==> src/rtl/fifo_pkg.sv <==
// fifo_pkg: shared FIFO helpers and the status bundle reused by FIFO variants and bus monitors.
package fifo_pkg;

    function automatic int ptr_w(input int depth);
        return $clog2(depth) + 1;
    endfunction

    typedef struct packed {
        logic empty;
        logic full;
        logic almost_full;
        logic almost_empty;
        logic overflow;
        logic underflow;
    } fifo_status_t;

endpackage

==> src/rtl/fifo_ptr.sv <==
// fifo_ptr: wrapping FIFO pointer; MSB is the wrap bit, low bits address memory.
module fifo_ptr #(
    parameter int W = 5
) (
    input  logic         clk,
    input  logic         rstn,
    input  logic         clr,
    input  logic         inc,
    output logic [W-1:0] ptr
);

    always_ff @(posedge clk or negedge rstn)
        if (!rstn) ptr <= '0;
        else if (clr) ptr <= '0;
        else if (inc) ptr <= ptr + 1'b1;

endmodule

==> src/rtl/sync_fifo.sv <==
// sync_fifo: single-clock first-word-fall-through FIFO with occupancy, thresholds,
// sticky overflow/underflow flags and synchronous flush.
module sync_fifo
    import fifo_pkg::*;
#(
    parameter int WIDTH     = 32,
    parameter int DEPTH     = 16,
    parameter int AF_THRESH = DEPTH - 2,
    parameter int AE_THRESH = 2
) (
    input  logic                     clk,
    input  logic                     rstn,
    input  logic                     clr,
    input  logic [WIDTH-1:0]         data_in,
    input  logic                     enq,
    input  logic                     deq,
    output logic [WIDTH-1:0]         data_out,
    output logic                     empty,
    output logic                     full,
    output logic [$clog2(DEPTH):0]   count,
    output logic                     almost_full,
    output logic                     almost_empty,
    output logic                     overflow,
    output logic                     underflow
);

    localparam int AW = $clog2(DEPTH);
    localparam int PW = ptr_w(DEPTH);

    if (DEPTH < 2 || (DEPTH & (DEPTH - 1)) != 0) begin : g_bad_depth
        $error("sync_fifo: DEPTH must be a power of two >= 2");
    end
    if (AF_THRESH < 1 || AF_THRESH > DEPTH) begin : g_bad_af
        $error("sync_fifo: AF_THRESH out of range");
    end
    if (AE_THRESH < 0 || AE_THRESH > DEPTH - 1) begin : g_bad_ae
        $error("sync_fifo: AE_THRESH out of range");
    end

    logic [WIDTH-1:0] mem [DEPTH];
    logic [PW-1:0]    rd_ptr, wr_ptr;
    logic             deq_ok, enq_ok, ovf, unf;
    fifo_status_t     st;

    assign count           = wr_ptr - rd_ptr;
    assign st.empty        = rd_ptr == wr_ptr;
    assign st.full         = rd_ptr[AW-1:0] == wr_ptr[AW-1:0] && rd_ptr[PW-1] != wr_ptr[PW-1];
    assign st.almost_full  = count >= PW'(AF_THRESH);
    assign st.almost_empty = count <= PW'(AE_THRESH);
    assign st.overflow     = ovf;
    assign st.underflow    = unf;
    assign {empty, full, almost_full, almost_empty, overflow, underflow} = st;

    // A pop frees the head slot, so a full FIFO can still accept a simultaneous push.
    assign deq_ok   = deq && !st.empty;
    assign enq_ok   = enq && (!st.full || deq_ok);
    assign data_out = mem[rd_ptr[AW-1:0]];

    fifo_ptr #(.W(PW)) u_rd (.clk(clk), .rstn(rstn), .clr(clr), .inc(deq_ok), .ptr(rd_ptr));
    fifo_ptr #(.W(PW)) u_wr (.clk(clk), .rstn(rstn), .clr(clr), .inc(enq_ok), .ptr(wr_ptr));

    always_ff @(posedge clk)
        if (enq_ok && !clr) mem[wr_ptr[AW-1:0]] <= data_in;

    always_ff @(posedge clk or negedge rstn)
        if (!rstn) begin
            ovf <= 1'b0;
            unf <= 1'b0;
        end else if (clr) begin
            ovf <= 1'b0;
            unf <= 1'b0;
        end else begin
            if (enq && !enq_ok) ovf <= 1'b1;
            if (deq && !deq_ok) unf <= 1'b1;
        end

endmodule

==> config.mk <==
export PLATFORM = sky130hd
export DESIGN_NAME = sync_fifo
export DESIGN_NICKNAME = d
export VERILOG_FILES = /design/src/rtl/fifo_pkg.sv /design/src/rtl/fifo_ptr.sv /design/src/rtl/sync_fifo.sv
export SDC_FILE = /design/constraint.sdc
export NUM_CORES = 1
export LEC_CHECK = 0
export BUFFER_PORTS_ARGS = -buffer_cell sky130_fd_sc_hd__buf_4
export CORE_MARGIN = 1.5
export CORE_UTILIZATION = 55
export CTS_BUF_LIST = sky130_fd_sc_hd__clkbuf_16
export CTS_CLUSTER_SIZE = 14
export DETAILED_ROUTE_END_ITERATION = 10
export PLACE_DENSITY = 0.79
export RECOVER_POWER = 50
export SETUP_SLACK_MARGIN = 0.4
export SLEW_MARGIN = 20
export SYNTH_ARGS = -nofsm -noshare
export SYNTH_HDL_FRONTEND = slang
export SYNTH_SLANG_ARGS = --single-unit
==> constraint.sdc <==
create_clock -name clk -period 7.2 [get_ports clk]
set_input_delay 1.08 -clock clk [delete_from_list [all_inputs] [get_ports clk]]
set_output_delay 1.08 -clock clk [all_outputs]
set_load 0.02 [all_outputs]
==> metrics.cfg, run 1 <==
[run_status]
status=complete, but fails checks
violations=capacitance limit, slew limit

[route]
drt_wl_total_um=41800
first_pass_iters=4
highest_layer=met5
num_vias=9856
via_per_inst=6.26
met2WireLength_um=21400
ant_nets=0
met1_length_um=16700
drc=0
drtIter0Drc=1055
wl_per_cell_um=26.6
wl_met3_um=2850

[cts]
cts-root-buf=clkbuf_16
path_clk_slew_ps=60
cts_num_sinks=524
cts_hold_buf=0
postCtsSetupRepairBufs=0
numCtsBuffers=50
cts_tree=done
htree_num_levels=2
cts.path.max_buffers=3
clock_latency_ps=560
cts_resized=0

[cells_and_area]
nNetsFinal=1114
post-route-util_pct=62.9
drive_above_1_share_pct=23.6
fillers=2375
final_cell_count_no_fill=1574
n_antenna_cell=0
design_area_um2=23000
synthToLayoutAreaGrowth_pct=12.8

[power_and_ir_drop]
power.total_mw=6.75
peakVddDrop_mv=0.244
power_leakage_nw=7.09
power_density_nw_per_um2=294

[synth]
ys_ff_latch=524
avgSynthCellArea_um2=21.2
synth_edf_count=512
ys_seq_area_share_pct=77.0
synth_compound_area_share_pct=3.59
synthFlopType=edfxtp_1
synth_fa_ha_area_share_pct=0.651
yosys.area_share.simple_pct=1.23
synth-xor-area-share_pct=0.467
async_flop_share_pct=2.29
synth_cell_type_count=39
yosys_warnings=0
syn_inst=963
yosysMostFrequentCell=edfxtp_1
ys_top_cells_by_count=edfxtp_1 (512), mux2i_1 (98), mux4_2 (96), o21ai_1 (50), a221oi_1 (32)
synthMuxAreaShare_pct=15.4
synth_top_family_by_area=multiplexers
synth_top_area_share_pct=75.5
yosys-top-cells-area=edfxtp_1 (75%), mux4_2 (11%), mux2i_1 (4.8%), dfrtp_1 (1.5%), a221oi_1 (1.4%)
netlist_area_um2=20400
synth_nets=1010
yosys.area.top_type=edfxtp_1

[global_route]
grt_start_max_net_pins=87
grt_pass1_wl_um=63100
grt_use_total_pct=22.4
grt_pass1_vias=10338
grt_overflow=0
antenna_found_initial=2

[min_path]
hold_path.class=reg -> reg

[floorplan]
fp.dieH_um=195
dieWidth_um=195
num_rows=70
io_pins=80
fp.coreArea_um2=36500
initial_utilization_pct=55.8
dieArea_um2=38200

[setup_path]
slowest_delay_ps=1360
cp_cell_sequence=inv_1, ha_1, nand4_1, o31ai_1, nor4_2, clkbuf_1
crit_slowest_cell=o31ai_1
critPathBufInv=2
cp_top_family=compound AO/OA/AOI/OAI gates
critPathArrivalTime_ps=4950
crit_type=reg -> reg
ff2ff_setup_slack_ps=2180
start_kind=register
critical_path.endpoint_type=register
crit_path_max_fanout=58
crit_required_ps=7140

[place]
dpl_cell_area_um2=21600
gp_congestion=0.707
hpwl_um=21300
post-place-cells=1482
port-buffer-count=79
dp_slack_ps=3230

[sta]
setup_viol=0
final_max_slew_viol_count=45
finalCriticalPeriod_ps=5020
skew_ps=17.5
period_share_pct=69.7
hold_violations=0
final.setup.worst_slack_ps=2180
worst_pin_slew_ps=2440
whs_ps=495
rsz0062_at_grt=no
max_freq_mhz=199
timing.slew.headroom_pct=-62.7
final.setup.tns_ps=0

[run]
max_cap_violations=2

[state kept, by name (all words and copies together) (netlist names)]
signal,count
mem,512
u_wr.ptr,5
overflow,1
u_rd.ptr,5
underflow,1
[layer usage]
metal	GRT usage, %	vias to the layer above
li1	-	4228
met3	4.06	71
met1	30.1	5155
met5	0	-
met4	6.03	4
met2	38.3	398
[power breakdown]
part	leakage [nW]	internal (mW)	total (mW)	switching, mW
sequential	4.77	3.38	3.44	0.0631
combinational	1.51	0.398	0.818	0.420
clock	0.808	1.43	2.50	1.07
[cells by family after synthesis]
| logic type | count (synthesis) |
|---|---|
| DFF | 524 |
| AOI/OAI and AO/OA | 114 |
| buffers and inverters | 64 |
| muxes | 194 |
| xor gates and xnor gates | 10 |
| and+or+nand+nor | 47 |
| adders and majority gates | 10 |
[cells in the final DEF (no fill, tap or decap), types with 4 or more instances in the layout]
| master | Yosys | layout |
|---|---|---|
| xnor2_1 | 4 | 4 |
| a221oi_1 | 32 | 32 |
| dfrtp_1 | 12 | 9 |
| a21oi_1 | 5 | 5 |
| mux2i_1 | 98 | 98 |
| xor2_1 | 5 | 5 |
| clkbuf_16 | 0 | 53 |
| inv_1 | 7 | 17 |
| o21ai_0 | 18 | 19 |
| mux4_2 | 96 | 96 |
| nor4_2 | 0 | 4 |
| buf_4 | 4 | 71 |
| clkbuf_1 | 26 | 37 |
| clkinvlp_4 | 0 | 4 |
| nor3_2 | 0 | 12 |
| edfxtp_1 | 512 | 512 |
| ha_1 | 9 | 9 |
| clkinv_2 | 0 | 11 |
| o21ai_1 | 50 | 50 |
| nor2_1 | 11 | 11 |
| nand2b_1 | 6 | 6 |
| clkinv_1 | 0 | 10 |
[tightest hold or removal path, delay by kind of cell (launching register included)]
family	cells	cell delay [ps]
DFF	1	340
AOI/OAI and AO/OA	1	40
and+or+nand+nor	1	70
[path summary, 6_finish.rpt]
kind / endpoint / startpoint / depth (start not counted)
min in group asynchronous: underflow / rstn / 1
worst max-delay path: mem[0][14] / u_rd.ptr[2] / 6
worst min register to register: underflow / underflow / 2
worst max register to register: mem[0][14] / u_rd.ptr[2] / 6
max in group asynchronous: u_rd.ptr[2] / rstn / 1
worst min-delay path: underflow / underflow / 2
[final cells by class]
| cell class | count | area (um^2) | share of cell area (%) |
|---|---|---|---|
| inverters | 7 | 26.3 | 0.114 |
| flip-flops and latches | 524 | 15700 | 68.3 |
| repair buffers | 109 | 692 | 3.01 |
| clock inverters | 38 | 250 | 1.09 |
| multi-input cells | 375 | 4420 | 19.2 |
| clock buffers | 53 | 1330 | 5.77 |
| well taps | 468 | 586 | 2.55 |
Power figures use the tool's default switching activity.
==> run 2: changes to the inputs <==
Clock period 7.2 ns to 4.9 ns, I/O delays scaled along.
==> run 2 against run 1 <==
  * The run now ends clean
  * Critical path depth did not move
  * Cell count fell by 0.25%
  * Flip-flop and latch count did not move
  * Largest cell class unchanged
  * Register-to-register slack got worse by 1300 ps
==> metrics.cfg, run 2 (synthesis gave the netlist of run 1 again) <==
[run_status]
status=finished, final reports clean

[place]
dpl_cell_area_um2=21600
gp_congestion=0.714
port-buffer-count=79
hpwl_um=21500

[sta]
skew_ps=13.9
final_max_slew_viol_count=0
setup_viol=0
max_freq_mhz=229
worst_pin_slew_ps=1270
whs_ps=471
rsz0062_at_grt=no
hold_violations=0
period_share_pct=89.0
timing.slew.headroom_pct=15.0
finalCriticalPeriod_ps=4360

[setup_path]
ff2ff_setup_slack_ps=930
crit_path_max_fanout=25
critPathArrivalTime_ps=3630
crit_type=reg -> out
crit_required_ps=4160
start_kind=register
critical_path.endpoint_type=output port

[cells_and_area]
final_cell_mix=edfxtp_1 (512), mux2i_1 (98), mux4_2 (96), buf_4 (72), clkbuf_16 (51)
drive_above_1_share_pct=23.1
design_area_um2=23000
nNetsFinal=1115
final_common_cell=edfxtp_1
synthToLayoutAreaGrowth_pct=13.0
post-route-util_pct=63.0
largest_reg_flops=512

[cts]
cts-root-buf=clkbuf_16
htree_num_levels=2
postCtsSetupRepairBufs=0
numCtsBuffers=50
cts_tree=done
path_clk_slew_ps=60
cts_num_sinks=524
cts_resized=0
clock_latency_ps=550
cts.path.max_buffers=3

[route]
num_vias=9868
drc=0
via_per_inst=6.29
ant_nets=0
first_pass_iters=5
wl_per_cell_um=25.9
drtIter0Drc=802
drt_wl_total_um=40600

[floorplan]
fp.dieH_um=195
io_pins=80
num_rows=70
dieWidth_um=195
dieArea_um2=38200
initial_utilization_pct=55.8
fp.coreArea_um2=36500

[power_and_ir_drop]
power_density_nw_per_um2=429
peakVddDrop_mv=0.285
power_leakage_nw=7.15

[run]
max_cap_violations=0

[global_route]
grt_use_total_pct=21.7
grt_pass1_vias=10118
grt_overflow=0
antenna_found_initial=1
grt_pass1_wl_um=61500
grt_start_max_net_pins=69

[min_path]
hold_path.class=in -> reg

## run 2: cell types whose count changed in the layout (fill, tap and decap cells not counted), moves of 2 or more
cell / delta
clkinvlp_4: -3
clkinv_2: -4
nor3_2: -11
clkbuf_16: -2
nor3_4: +10
## run 2: what timing repair did
item                                    in CTS  in global routing
endpoints found under the setup margin       0                  0
hold buffers                                 1                  0
endpoints found under the hold margin        6                  0
## run 2: per-layer routing
metal  vias to the layer above  wire (um)  global-route usage (%)
li1                       4228          -                       -
met1                      5236      16800                    30.1
met2                       344      20700                    36.5
met3                        60       2380                    3.51
met4                         0        693                    5.20
met5                         -          0                       0
## run 2: path summary, 6_finish.rpt
path,start,to,cells after the start
min in group asynchronous,rstn,underflow,2
worst max register to register,u_rd.ptr[2],mem[12][11],6
worst max-delay path,u_rd.ptr[2],data_out[29],6
max in group asynchronous,rstn,u_rd.ptr[0],2
worst min-delay path,clr,u_wr.ptr[0],2
worst min register to register,underflow,underflow,2
## run 2: worst max-delay path: stages (launching register included)
cell and delay (ps):
dfrtp_1 1170, nor2b_2 780, buf_4 430, a221oi_1 140
o21ai_1 120, o21ai_1 180, buf_4 210
## run 2: cell type report
class	count	area, um^2
flip-flops and latches	524	15700
fillers	2423	13500
multi-input cells	375	4490
clock buffers	51	1280
repair buffers	110	706
well taps	468	586
clock inverters	34	250
inverters	7	26.3
diodes	1	2.50
## run 2: metrics by stage
stage | cells | power (mW) | TNS (ps) | setup slack, ps
CTS | 1569 | 9.99 | 0 | 908
floorplan | 963 | 6.03 | -65480 | -512
finish | 1570 | 9.88 | 0 | 538
global placement | 1483 | 6.37 | 0 | 1490
detailed placement | 1483 | 6.39 | 0 | 1500
global route | 1570 | 10.2 | 0 | 430
## run 2: power breakdown
group | internal (mW) | total (mW) | switching, mW
clock network | 2.08 | 3.61 | 1.53
registers | 4.96 | 5.02 | 0.0646
logic | 0.588 | 1.24 | 0.655
==> run 3: changes to the inputs <==
Settings changed: CELL_PAD_IN_SITES_DETAIL_PLACEMENT set to 1, CELL_PAD_IN_SITES_GLOBAL_PLACEMENT set to 1, CORE_UTILIZATION 55 to 54, PLACE_DENSITY 0.79 to 0.85, SYNTH_HIERARCHICAL set to 1.
==> run 3 against run 2 <==
  * Worst setup slack improved by 560 ps
  * Maximum frequency increased by 15%
  * First-iteration DRC count increased by 13%
  * Critical path type unchanged
  * Global-route usage increased by 4.0 points
==> metrics.cfg, run 3 <==
[setup_path]
crit_required_ps=4160
crit_slowest_cell=dfrtp_4
critical_path.endpoint_type=output port
start_kind=register
crit_path_max_fanout=85
slowest_delay_ps=660
cp_cell_sequence=buf_12, mux4_2, a22oi_1, nand2_1, buf_4
critPathArrivalTime_ps=3060
crit_type=reg -> out

[cts]
cts_tree=done
cts-root-buf=clkbuf_16
clock_latency_ps=560
cts.path.max_buffers=3
cts_num_sinks=524
numCtsBuffers=50
postCtsSetupRepairBufs=0
path_clk_slew_ps=60
htree_num_levels=2

[synth]
synth_nets=939
ys_ff_latch=524
yosys.area.top_type=edfxtp_1
yosys_warnings=6
yosys-top-cells-area=edfxtp_1 (77%), mux4_2 (14%), a22oi_1 (2.4%), dfrtp_1 (1.5%), nand2_1 (0.64%)
netlist_area_um2=20100
syn_inst=895
ys_seq_area_share_pct=78.0
ys_top_cells_by_count=edfxtp_1 (512), mux4_2 (128), a22oi_1 (64), nand2_1 (34), nor2_1 (20)
yosysMostFrequentCell=edfxtp_1
synth_top_area_share_pct=76.5
synth_cell_type_count=39
avgSynthCellArea_um2=22.4
async_flop_share_pct=2.29
synth_edf_count=512
synthFlopType=edfxtp_1

[cells_and_area]
synthToLayoutAreaGrowth_pct=13.7
final_cell_count_no_fill=1513
final_cell_mix=edfxtp_1 (512), mux4_2 (128), buf_4 (66), a22oi_1 (64), clkbuf_16 (53)
design_area_um2=22800
final_common_cell=edfxtp_1
fillers=3021
drive_above_1_share_pct=27.8
nNetsFinal=1050
n_antenna_cell=0
largest_reg_flops=512

[sta]
worst_pin_slew_ps=1160
timing.slew.headroom_pct=22.6
skew_ps=18.3
period_share_pct=77.6
hold_violations=0
setup_viol=0
final_max_slew_viol_count=0
max_freq_mhz=263
finalCriticalPeriod_ps=3800
rsz0062_at_grt=no

[global_route]
grt_pass1_vias=10741
antenna_found_initial=1
grt_overflow=0
grt_start_max_net_pins=132
grt_use_total_pct=25.7
grt_pass1_wl_um=70600

[place]
port-buffer-count=79
hpwl_um=23900
dpl_cell_area_um2=21400
post-place-cells=1421
gp_congestion=0.728

[min_path]
hold_path.class=in -> reg

[route]
wl_met3_um=3250
highest_layer=met5
wl_per_cell_um=31.4
drt_wl_total_um=47600
num_vias=9794
first_pass_iters=5
drc=0
drtIter0Drc=904
met2WireLength_um=24000
met1_length_um=19000
ant_nets=0
via_per_inst=6.47

[power_and_ir_drop]
power_density_nw_per_um2=441
peakVddDrop_mv=0.299
power_leakage_nw=7.12

[floorplan]
io_pins=80
num_rows=70
fp.dieH_um=196
fp.coreArea_um2=36600
initial_utilization_pct=54.9
dieArea_um2=38400
dieWidth_um=196

[run]
max_cap_violations=0

[run_status]
status=finished, final reports clean

[run 3: cell types whose count changed in the layout (fill, tap and decap cells not counted), sizes merged, moves of 6 or more]
cell	before	now
o21ai	69	0
a22oi	0	64
mux4	96	128
mux2i	98	2
nand2	3	34
nor2b	2	8
nor2	11	20
a221oi	32	0
clkinv	17	25
[run 3: kinds of logic after synthesis]
| group | synth area share (%) |
|---|---|
| compound gates | 2.97 |
| xor+xnor | 0.218 |
| mux | 14.7 |
| simple gates | 2.20 |
| buf+inv | 1.39 |
| fa+ha+maj | 0.473 |
| flops | 78.0 |
[run 3: through the flow]
stage               hold slack, ps  power (mW)  setup WS [ps]  TNS, ps  util [%]
floorplan                      439        6.03           -462   -44390         -
global placement               494        6.38           1700        0      58.3
detailed placement             499        6.42           1660        0      58.3
CTS                            446        10.1           1010        0      62.7
global route                   469        10.3            903        0      62.4
finish                         470        10.1           1100        0      62.4
[run 3: power by group]
part	switching, mW	internal [mW]
Clock	1.61	2.15
Sequential	0.0399	4.96
Combinational	0.676	0.630
[run 3: repair_timing]
item / CTS / global route
hold buffers: 1 / 0
endpoints found under the hold margin: 12 / 0
resized for setup: 0 / 0
[run 3: final cells by class]
| cell class | instances | area (um^2) | share of cell area (%) |
|---|---|---|---|
| Clock inverter | 38 | 269 | 1.18 |
| Inverter | 8 | 30.0 | 0.132 |
| Multi-Input combinational cell | 317 | 4250 | 18.6 |
| Clock buffer | 53 | 1330 | 5.81 |
| Tap cell | 468 | 586 | 2.57 |
| Sequential cell | 524 | 15700 | 68.7 |
| Timing Repair Buffer | 105 | 681 | 2.98 |
[run 3: path summary, 6_finish.rpt]
| check | startpoint | end | slack [ps] | depth (start not counted) |
|---|---|---|---|---|
| setup / recovery | u_rd/ptr[0] | data_out[20] | 1100 | 5 |
| hold / removal | clr | u_wr/ptr[2] | 470 | 2 |
| setup reg to reg | u_rd/ptr[2] | mem[12][15] | 1540 | 7 |
| hold reg to reg | overflow | overflow | 510 | 1 |
| max in group asynchronous | rstn | u_rd/ptr[1] | 3650 | 2 |
| min in group asynchronous | rstn | underflow | 730 | 2 |
[run 3: worst max-delay path, delay by kind of cell, from the launching register on]
kind | cells | cell delay (ps)
DFF | 1 | 660
and+or+nand+nor | 1 | 170
AOI/OAI and AO/OA | 1 | 230
muxes | 1 | 600
buffers and inverters | 2 | 780
[run 3: routing by layer]
| layer | vias up | track usage, % |
|---|---|---|
| met5 | - | 0 |
| met4 | 2 | 8.69 |
| met3 | 98 | 4.50 |
| met2 | 433 | 42.2 |
| met1 | 5242 | 35.5 |
| li1 | 4019 | - |
